$ cat config.mk
export PLATFORM = sky130hd
export DESIGN_NAME = multi_patient_monitor
export DESIGN_NICKNAME = d
export VERILOG_FILES = /design/src/rtl/hcs_pkg.sv /design/src/rtl/hcs_channel_check.sv /design/src/rtl/multi_patient_monitor.sv
export SDC_FILE = /design/constraint.sdc
export NUM_CORES = 1
export LEC_CHECK = 0
export ABC_AREA = 0
export CORE_MARGIN = 2
export CORE_UTILIZATION = 55
export CTS_CLUSTER_DIAMETER = 200
export DETAILED_ROUTE_END_ITERATION = 6
export GPL_TIMING_DRIVEN = 0
export PLACE_DENSITY = 0.83
export SKIP_LAST_GASP = 1
export SYNTH_ARGS = -nofsm -noshare
export SYNTH_HDL_FRONTEND = slang
export SYNTH_HIERARCHICAL = 1
export SYNTH_SLANG_ARGS = --single-unit
$ cat constraint.sdc
create_clock -name clock -period 9.07 [get_ports clock]
set_input_delay 1.3605 -clock clock [delete_from_list [all_inputs] [get_ports clock]]
set_output_delay 1.3605 -clock clock [all_outputs]
set_load 0.03 [all_outputs]
$ cat src/rtl/hcs_pkg.sv
// Shared types and constants for the multi-channel patient monitor.
// Holds the FSM state encoding, flag bit positions and default normal limits.
// No ports; imported by hcs_channel_check and multi_patient_monitor.
package hcs_pkg;

  typedef enum logic [1:0] {
    IDLE   = 2'd0,
    SCAN   = 2'd1,
    REPORT = 2'd2
  } state_t;

  // Bit positions inside the 3-bit {temp, pH, pressure} flag vector.
  localparam int FLAG_PRESS = 0;
  localparam int FLAG_PH    = 1;
  localparam int FLAG_TEMP  = 2;

  // Default inclusive normal limits.
  localparam int DEF_PRESS_LO = 10;
  localparam int DEF_PRESS_HI = 50;
  localparam int DEF_PH_LO    = 6;
  localparam int DEF_PH_HI    = 9;
  localparam int DEF_TEMP_HI  = 100;

endpackage

$ cat src/rtl/hcs_channel_check.sv
// Purpose : threshold compare of one channel sample against inclusive limits.
// Latency : purely combinational, zero cycles.
// Backpres: none; flags follow the inputs directly.
// Ports   : pressure/ph/temp in; flags {temp,pH,pressure} and abnormal (any flag) out.
module hcs_channel_check
  import hcs_pkg::*;
#(
  parameter int PRESS_W  = 6,
  parameter int PRESS_LO = DEF_PRESS_LO,
  parameter int PRESS_HI = DEF_PRESS_HI,
  parameter int PH_LO    = DEF_PH_LO,
  parameter int PH_HI    = DEF_PH_HI,
  parameter int TEMP_HI  = DEF_TEMP_HI
) (
  input  logic [PRESS_W-1:0] pressure,
  input  logic [3:0]         ph,
  input  logic [7:0]         temp,
  output logic [2:0]         flags,
  output logic               abnormal
);

  localparam logic [PRESS_W-1:0] P_LO = PRESS_W'(PRESS_LO);
  localparam logic [PRESS_W-1:0] P_HI = PRESS_W'(PRESS_HI);
  localparam logic [3:0]         H_LO = 4'(PH_LO);
  localparam logic [3:0]         H_HI = 4'(PH_HI);
  localparam logic [7:0]         T_HI = 8'(TEMP_HI);

  always_comb begin
    flags             = '0;
    flags[FLAG_PRESS] = (pressure < P_LO) || (pressure > P_HI);
    flags[FLAG_PH]    = (ph < H_LO) || (ph > H_HI);
    flags[FLAG_TEMP]  = (temp > T_HI);
    abnormal          = |flags;
  end

endmodule

$ cat src/rtl/multi_patient_monitor.sv
// Purpose : snapshot all patient channels on request, scan them one per cycle,
//           track per-channel persistence and present warnings one at a time.
// Latency : NUM_CH scan cycles after the request edge, then REPORT or IDLE.
// Backpres: request ignored while busy; each warning held until confirm.
// Ports   : clock/reset (sync, active-high), request, confirm, packed channel
//           inputs; busy, warn_valid/warn_ch/warn_vector, abnormal_mask.
// Option  : define HCS_EVENT_STATS_EN to add the 16-bit event_count output.
module multi_patient_monitor
  import hcs_pkg::*;
#(
  parameter int NUM_CH   = 4,
  parameter int PRESS_W  = 6,
  parameter int PERSIST  = 3,
  parameter int PRESS_LO = DEF_PRESS_LO,
  parameter int PRESS_HI = DEF_PRESS_HI,
  parameter int PH_LO    = DEF_PH_LO,
  parameter int PH_HI    = DEF_PH_HI,
  parameter int TEMP_HI  = DEF_TEMP_HI
) (
  input  logic                        clock,
  input  logic                        reset,
  input  logic                        request,
  input  logic                        confirm,
  input  logic [NUM_CH*PRESS_W-1:0]   ch_pressure,
  input  logic [NUM_CH*4-1:0]         ch_ph,
  input  logic [NUM_CH*8-1:0]         ch_temp,
  output logic                        busy,
  output logic                        warn_valid,
  output logic [$clog2(NUM_CH)-1:0]   warn_ch,
  output logic [2:0]                  warn_vector,
  output logic [NUM_CH-1:0]           abnormal_mask
`ifdef HCS_EVENT_STATS_EN
  ,
  output logic [15:0]                 event_count
`endif
);

  localparam int               IDX_W    = $clog2(NUM_CH);
  localparam logic [IDX_W-1:0] LAST_IDX = IDX_W'(NUM_CH - 1);
  localparam logic [3:0]       CNT_SAT  = 4'(PERSIST);
  localparam logic [3:0]       CNT_ARM  = 4'(PERSIST - 1);

  state_t state, state_nxt;

  logic [IDX_W-1:0]   idx;
  logic [PRESS_W-1:0] snap_press [NUM_CH];
  logic [3:0]         snap_ph    [NUM_CH];
  logic [7:0]         snap_temp  [NUM_CH];
  logic [3:0]         cnt        [NUM_CH];
  logic [2:0]         flags_st   [NUM_CH];
  logic [NUM_CH-1:0]  pending;

  logic [2:0]         cur_flags;
  logic               cur_abn;
  logic               arm;
  logic               last_ch;
  logic [NUM_CH-1:0]  idx_onehot;
  logic [NUM_CH-1:0]  sel_onehot;
  logic [NUM_CH-1:0]  pending_scan;
  logic [IDX_W-1:0]   sel_ch;

  // Single checker shared by all channels; the snapshot is muxed by idx.
  hcs_channel_check #(
    .PRESS_W  (PRESS_W),
    .PRESS_LO (PRESS_LO),
    .PRESS_HI (PRESS_HI),
    .PH_LO    (PH_LO),
    .PH_HI    (PH_HI),
    .TEMP_HI  (TEMP_HI)
  ) u_check (
    .pressure (snap_press[idx]),
    .ph       (snap_ph[idx]),
    .temp     (snap_temp[idx]),
    .flags    (cur_flags),
    .abnormal (cur_abn)
  );

  // A warning arms only on the PERSIST-1 -> PERSIST transition, so a
  // channel that stays abnormal after saturating does not re-arm.
  assign arm          = (state == SCAN) && cur_abn && (cnt[idx] == CNT_ARM);
  assign last_ch      = (idx == LAST_IDX);
  assign idx_onehot   = NUM_CH'(1) << idx;
  assign sel_onehot   = NUM_CH'(1) << sel_ch;
  assign pending_scan = pending | (arm ? idx_onehot : '0);

  // Lowest-index pending channel wins presentation.
  always_comb begin
    sel_ch = '0;
    for (int i = NUM_CH - 1; i >= 0; i--) begin
      if (pending[i]) sel_ch = IDX_W'(i);
    end
  end

  always_ff @(posedge clock) begin
    if (reset) state <= IDLE;
    else       state <= state_nxt;
  end

  always_comb begin
    state_nxt = state;
    unique case (state)
      IDLE:    if (request) state_nxt = SCAN;
      SCAN:    if (last_ch) state_nxt = (pending_scan != '0) ? REPORT : IDLE;
      REPORT:  if (confirm && ((pending & ~sel_onehot) == '0)) state_nxt = IDLE;
      default: state_nxt = IDLE;
    endcase
  end

  always_ff @(posedge clock) begin
    if (reset) begin
      idx           <= '0;
      pending       <= '0;
      abnormal_mask <= '0;
      for (int i = 0; i < NUM_CH; i++) begin
        snap_press[i] <= '0;
        snap_ph[i]    <= '0;
        snap_temp[i]  <= '0;
        cnt[i]        <= '0;
        flags_st[i]   <= '0;
      end
    end else begin
      unique case (state)
        IDLE: begin
          if (request) begin
            idx <= '0;
            for (int i = 0; i < NUM_CH; i++) begin
              snap_press[i] <= ch_pressure[i*PRESS_W +: PRESS_W];
              snap_ph[i]    <= ch_ph[i*4 +: 4];
              snap_temp[i]  <= ch_temp[i*8 +: 8];
            end
          end
        end
        SCAN: begin
          abnormal_mask[idx] <= cur_abn;
          if (!cur_abn)                 cnt[idx] <= '0;
          else if (cnt[idx] != CNT_SAT) cnt[idx] <= cnt[idx] + 4'd1;
          if (arm) begin
            pending[idx]  <= 1'b1;
            flags_st[idx] <= cur_flags;
          end
          idx <= last_ch ? '0 : idx + IDX_W'(1);
        end
        REPORT: begin
          if (confirm) pending[sel_ch] <= 1'b0;
        end
        default: ;
      endcase
    end
  end

`ifdef HCS_EVENT_STATS_EN
  always_ff @(posedge clock) begin
    if (reset)                              event_count <= '0;
    else if (arm && event_count != 16'hFFFF) event_count <= event_count + 16'd1;
  end
`endif

  assign busy        = (state != IDLE);
  assign warn_valid  = (state == REPORT);
  assign warn_ch     = warn_valid ? sel_ch : '0;
  assign warn_vector = warn_valid ? flags_st[sel_ch] : 3'b000;

endmodule

Yosys cells after proc, flatten, opt, wreduce, memory -nomap -nowiden:

Memories as Yosys holds them, arrays and structs flattened. A register that Yosys moved wholly into a read port is not among the register bits.
Index checks and enable logic that the tools add are counted.

* bits in registers: 12
* RAM bits: 100
* output and inout port bits: 11
* logic and storage cells: 139
* memories kept: 5

Memory list
* snap_temp: depth 4, bits a word 8, read ports 1, clocked after Yosys merged registers in 1, write ports 4, RTL line multi_patient_monitor.sv:48 `logic [7:0] snap_temp [NUM_CH];`
* snap_press: depth 4, bits a word 6, read ports 1, clocked after Yosys merged registers in 1, write ports 4, RTL line multi_patient_monitor.sv:46 `logic [PRESS_W-1:0] snap_press [NUM_CH];`
* cnt: depth 4, bits a word 4, read ports 1, clocked after Yosys merged registers in 1, write ports 4, RTL line multi_patient_monitor.sv:49 `logic [3:0] cnt [NUM_CH];`
* snap_ph: depth 4, bits a word 4, read ports 1, clocked after Yosys merged registers in 1, write ports 4, RTL line multi_patient_monitor.sv:47 `logic [3:0] snap_ph [NUM_CH];`
* flags_st: depth 4, bits a word 3, read ports 1, clocked after Yosys merged registers in 0, write ports 4, RTL line multi_patient_monitor.sv:50 `logic [2:0] flags_st [NUM_CH];`

* $add $sub $neg: 2
* $lt $le $gt $ge: 9
* equal/unequal tests: 10
* shift operators: 2
* multiplexer cells: 69
* bitwise operators: 19
* reductions and logical operators: 19

Operators by type and width (number)
* two-way mux 2 bit: 21
* two-way mux 4 bit: 9
* two-way mux 8 bit: 4
* two-way mux 6 bit: 4
* two-way mux 1 bit: 23
* bitwise OR 1 bit: 13
* bitwise AND 4 bit: 2
* greater-than comparator 8 x 7 -> 1 bit (second input constant): 1
* != test 2 bit (second input constant): 4
* NOT 4 bit: 2
* bitwise OR 4 bit: 2
* case mux 4 bit (2 select lines): 1
* << shifter 1 x 2 -> 4 bit (first input constant): 2
* greater-than comparator 6 bit (second input constant): 1
* less-than comparator 2 x 3 -> 1 bit (second input constant): 2
* less-than comparator 6 x 4 -> 1 bit (second input constant): 1
* two-way mux 3 bit: 2
* case mux 2 bit (3 select lines): 1
* AND reduction 3 bit: 2
* nonzero test 2 bit: 3
* OR reduction 3 bit: 2
* logical AND 1 bit: 5
* adder 4 x 1 -> 4 bit (second input constant): 1
* bitwise mux 4 bit: 1
* other kinds (17): 21

Logic depth before layout (Yosys ltp):

* depth in word-level cells: 12
* gate-level depth with buffers: 11
* gate-level depth less buffers: 8

Cells and area by module:

Netlist, hierarchy kept.

Modules (own cells, without submodules)
* multi_patient_monitor: instances 1, cells an instance 374, area each 5227.5 um2
* hcs_channel_check: instances 1, cells an instance 13, area each 83.8 um2

Least setup slack after synthesis:

Ideal clock, no wire load.

* kind: input port to flip-flop
* start: in reset
* end: mem snap_ph[0][0] (enable)
* library setup time: 0.442 ns
* arrival time: 3.756 ns
* data required time: 8.628 ns
* slack: 4.872 ns
* cell stages on the path: 3
* buffers on the path: 2
* path through: clkbuf_1 buf_1 nand2b_1

RTL lines
* from (decl): RTL line multi_patient_monitor.sv:21 `input logic reset,`
* to (decl): RTL line multi_patient_monitor.sv:47

==> flow_summary_export.csv <==
group,metric,value,unit
worst_setup_path,criticalPathCategory,"register to register",
cells_and_area,area_delta_synth_final,23.04,%
yosys,synth_warnings,6,
worst_setup_path,path_max_fanout,10,
sta,hold_slack,0.4652,ns
floorplanning,start_util,56.20,%
cts,clkTransAtPathRegs,0.11,ns
floorplanning,core,9153,sq um
worst_setup_path,required,9.12,ns
power,peakVddDrop,99.25,uV
floorplanning,rows,35,
cts,cts.repair.resized,0,
worst_setup_path,endpoint_kind,"register",
route,drt_first_pass_iters,5,
grt,grt_max_degree,69,
route,final_antenna_net_count,0,
sta,period_minus_slack,3.922,ns
cts,clock_path_buffers,2,
placed_design,io_buffers,81,
placed_design,hpwl,8024,um
worst_setup_path,start_kind,"register",
grt,globalRouteMet1Util,28.34,%
sta,slew_viol_final,0,
sta,rsz0062_at_grt,"false",
worst_setup_path,cp_top_family,"buffers and inverters",
cts,clockRootBuffer,"clkbuf_8",
outcome,status,"finished, final reports clean",
min_path,min_path_cells,2,
grt,gr-total-overflow,0,
cts,htreeDepth,3,
grt,busiest_layer,"met2",
sta,setup_viol,0,
power,finalPower,0.001060,W
grt,grt_antenna_before_repair,0,
floorplanning,die_area,10140,sq um
grt,use_met3,4.854,%
cts,cts_buffers,9,
worst_setup_path,max_stage_delay,0.53,ns
sta,layout_setup_ws,5.148,ns
yosys,syn_nets,460,
route,via_count,3366,
worst_setup_path,cp.depth,10,
cells_and_area,layout-drive-gt1-share,10.74,%
route,route.detailed.drc,0,
worst_setup_path,worst-r2r-cell-count,10,
yosys,synth_area_per_cell,13.61,sq um
grt,grt_pass1_wl,18050,um
sta,fin_crit_sh,43.24,%
cts,hold_buffers,0,
route,drt-wirelength-per-cell,18.84,um
placed_design,globalplace.congestion,0.8502,
power,p_leak,2.311,nW
route,drt-total-wl,11040,um
sta,hold_violations,0,
grt,grt_pass1_vias,3685,
cts,tritoncts,"yes",
placed_design,post-place-ws,5.194,ns
sta,maxSlewHeadroom,40.51,%
worst_setup_path,crit_slowest_cell,"clkbuf_1",
route,drt_iter0_drc,145,
power,cellPowerDensity,167.5,nW/um^2
cells_and_area,antennaDiodeCount,0,
floorplanning,die_h,100.7,um
grt,grt_usage,23.67,%
cells_and_area,num-nets-final,552,
yosys,syn_area,5144,sq um
job,max-cap-violations,0,
sta,worstMarginPinSlew,0.8924,ns
floorplanning,die_x,100.7,um
worst_setup_path,worstPathCellList,"buf_2, clkbuf_1, mux4_2, and3b_1, a21oi_1, or3_1, and3_1, buf_1, nand2_1, o21bai_1",
worst_setup_path,critPathBufInv,3,
cts,cts_setup_buffers,0,
floorplanning,num_io_pins,87,
sta,finalClockSkew,0.01835,ns
sta,fmax,255.0,MHz
route,via_per_inst,5.744,
worst_setup_path,worst_ep_arrival_time,3.97,ns
sta,tns,0,ns
yosys,netlist_instances,378,
cts,clock-sinks,110,
grt,grtUsageMet2,42.77,%
cts,clock_latency,0.38,ns
min_path,worstHoldPathType,"register to register",
-- per-layer routing --
metal	vias up	wire, um
li1	1578	-
met3	20	478
met2	105	5883
met1	1663	4476
met4	0	204
met5	-	0
-- report_power, final --
| group | switching [W] | total [W] | internal [W] |
|---|---|---|---|
| Combinational | 0.0000633 | 0.000130 | 0.0000671 |
| Sequential | 0.0000115 | 0.000596 | 0.000584 |
| Clock | 0.000175 | 0.000334 | 0.000159 |
| Total | 0.000250 | 0.00106 | 0.000810 |
-- tightest hold or removal path, stage by stage (launching register included) --
cell	delay, ns
dfxtp_1	0.33
nand2_1	0.05
a21oi_1	0.05
-- cells in the final DEF, fill, tap and decap left out, drive strengths merged, types with 2 or more instances in the layout --
master,count
edfxtp,96
clkdlybuf4s50,81
and2,69
nor2,31
clkbuf,23
mux4,22
nand2,20
inv,15
dfxtp,14
a21oi,12
o21bai,10
nor4,8
buf,7
ha,6
nor2b,5
nor3,5
a22oi,5
nand3,4
o21ai,4
a22o,3
nand4b,3
nor4bb,3
mux2i,3
and3,2
and3b,2
a211o,2
bufinv,2
clkinvlp,2
a211oi,2
-- stage by stage --
stage,instances,util [%],cell area [sq um]
after global routing,586,69.15,6329
final,586,69.15,6329
after detailed placement,570,66.66,6101
after global placement,570,66.58,6093
after CTS,586,69.15,6329
after floorplan,378,-,5144
-- path summary, 6_finish.rpt --
| check | start | to | slack, ns |
|---|---|---|---|
| setup reg to reg | register | flags_st[3][2]$_DFFE_PP_ | 5.15 |
| setup / recovery | register | flags_st[3][2]$_DFFE_PP_ | 5.15 |
| hold reg to reg | abnormal_mask[0]$_SDFFE_PP0P_ | abnormal_mask[0]$_SDFFE_PP0P_ | 0.47 |
| hold / removal | abnormal_mask[0]$_SDFFE_PP0P_ | abnormal_mask[0]$_SDFFE_PP0P_ | 0.47 |
-- registers in the layout, summed over array words and instances, names as in the netlist, named ones only --
register       count
idx                2
snap_ph           12
snap_temp         32
cnt               16
snap_press        24
state              2
flags_st          12
abnormal_mask      4
pending            4
-- cell type report --
cell class              instances  area (sq um)
plain buffers                  21         103.9
inverters                      13         48.80
clock inverters                 7         103.9
well taps                     111         138.9
repair buffers                 81         810.8
multi-input cells             234          1836
clock buffers                   9         123.9
flip-flops and latches        110          3163
fillers                       643          2824
Power figures use the tool's default switching activity.
==> RTL edit (config.mk and constraints unchanged) <==
Build with the macro `HCS_EVENT_STATS_EN` defined.
--- a/src/rtl/multi_patient_monitor.sv
+++ b/src/rtl/multi_patient_monitor.sv
@@ -7,2 +7,4 @@
 // Option  : define HCS_EVENT_STATS_EN to add the 16-bit event_count output.
+`define HCS_EVENT_STATS_EN
+
 module multi_patient_monitor
Check against the original RTL (old outputs only; new: event_count): equivalent (equiv_simple and equiv_induct, registers matched by name and starting in step).
==> RTL edit against the unedited design <==
Combinational power up 6%. Synthesized area increased by 15%. Final area grew 21%. Worst setup slack worse by 180 ps. Wire length rose by 16%. Sequential cell count up 16. Power increased by 38%. Sequential power up 12%. Critical path type unchanged. Largest cell class unchanged. Highest routed layer unchanged.
==> RTL edit: results <==
group,metric,value,unit
pwr,p_leak,2.75,nW
finish,multi_input_gates,314,
clocking,path_clk_slew,60,ps
sta,finalCritPeriodShare,45.2,%
placement,dp_cells,710,
finish,final_area,0.00763,mm²
finish,nNetsFinal,676,
clocking,numCtsBuffers,17,
setup_path,reg2reg_slack,4970,ps
drt,vias_per_cell,5.56,
drt,wirelength,12800,µm
setup_path,arrival,4280,ps
worst_hold_path,worstHoldStart,"abnormal_mask[3]$_SDFFE_PP0P_",
placement,dp_worst_setup_slack,5060,ps
global_routing,grt_pass1_vias,4213,
placement,gp_routability_congestion,0.827,
pwr,vdd_drop_max,0.127,mV
sta,maxSlewHeadroom,43.2,%
finish,nonClkBufAreaFrac,14.0,%
sta,skew,7.48,ps
finish,filler_cell_count,674,
clocking,clock_sinks,126,
finish,seqCellArea,0.00348,mm²
setup_path,r2r.worst_path.cells,11,
finish,clock_buffers,18,
global_routing,grt_pass1_wl,20500,µm
global_routing,track_usage,23.6,%
synth,syn_area_per_cell,12.4,µm²
finish,multi_input_area_share,29.9,%
outcome,status,"finished clean",
sta,whs,453,ps
RTL edit: cell count changes in the layout (fill, tap and decap cells not counted), moves of 9 or more:
cell / before / now
clkbuf_16: 0 / 16
nand2_1: 20 / 34
nand3_1: 4 / 13
nor2_1: 31 / 42
o21ai_0: 3 / 16
clkdlybuf4s50_1: 81 / 97
a21oi_1: 12 / 23
dfxtp_1: 14 / 30
RTL edit: worst reg2reg max path, delay by kind of cell (launching register included):
kind	cells	cell delay (ps)
AO/OA/AOI/OAI	2	570
flip-flops	1	460
AND/OR/NAND/NOR	4	740
multiplexers	1	470
buffers and inverters	4	1530
RTL edit: where the power goes:
part / internal (mW) / switching [mW]
clock: 0.413 / 0.239
sequential: 0.657 / 0.0132
combinational: 0.0700 / 0.0678
RTL edit: per-layer routing:
metal	routed length [µm]	GRT usage [%]	part of all wire, %
met1	5120	28.9	40
met2	6550	39.9	51
met3	783	5.33	6.1
met4	341	10.9	2.7
met5	0	0	0
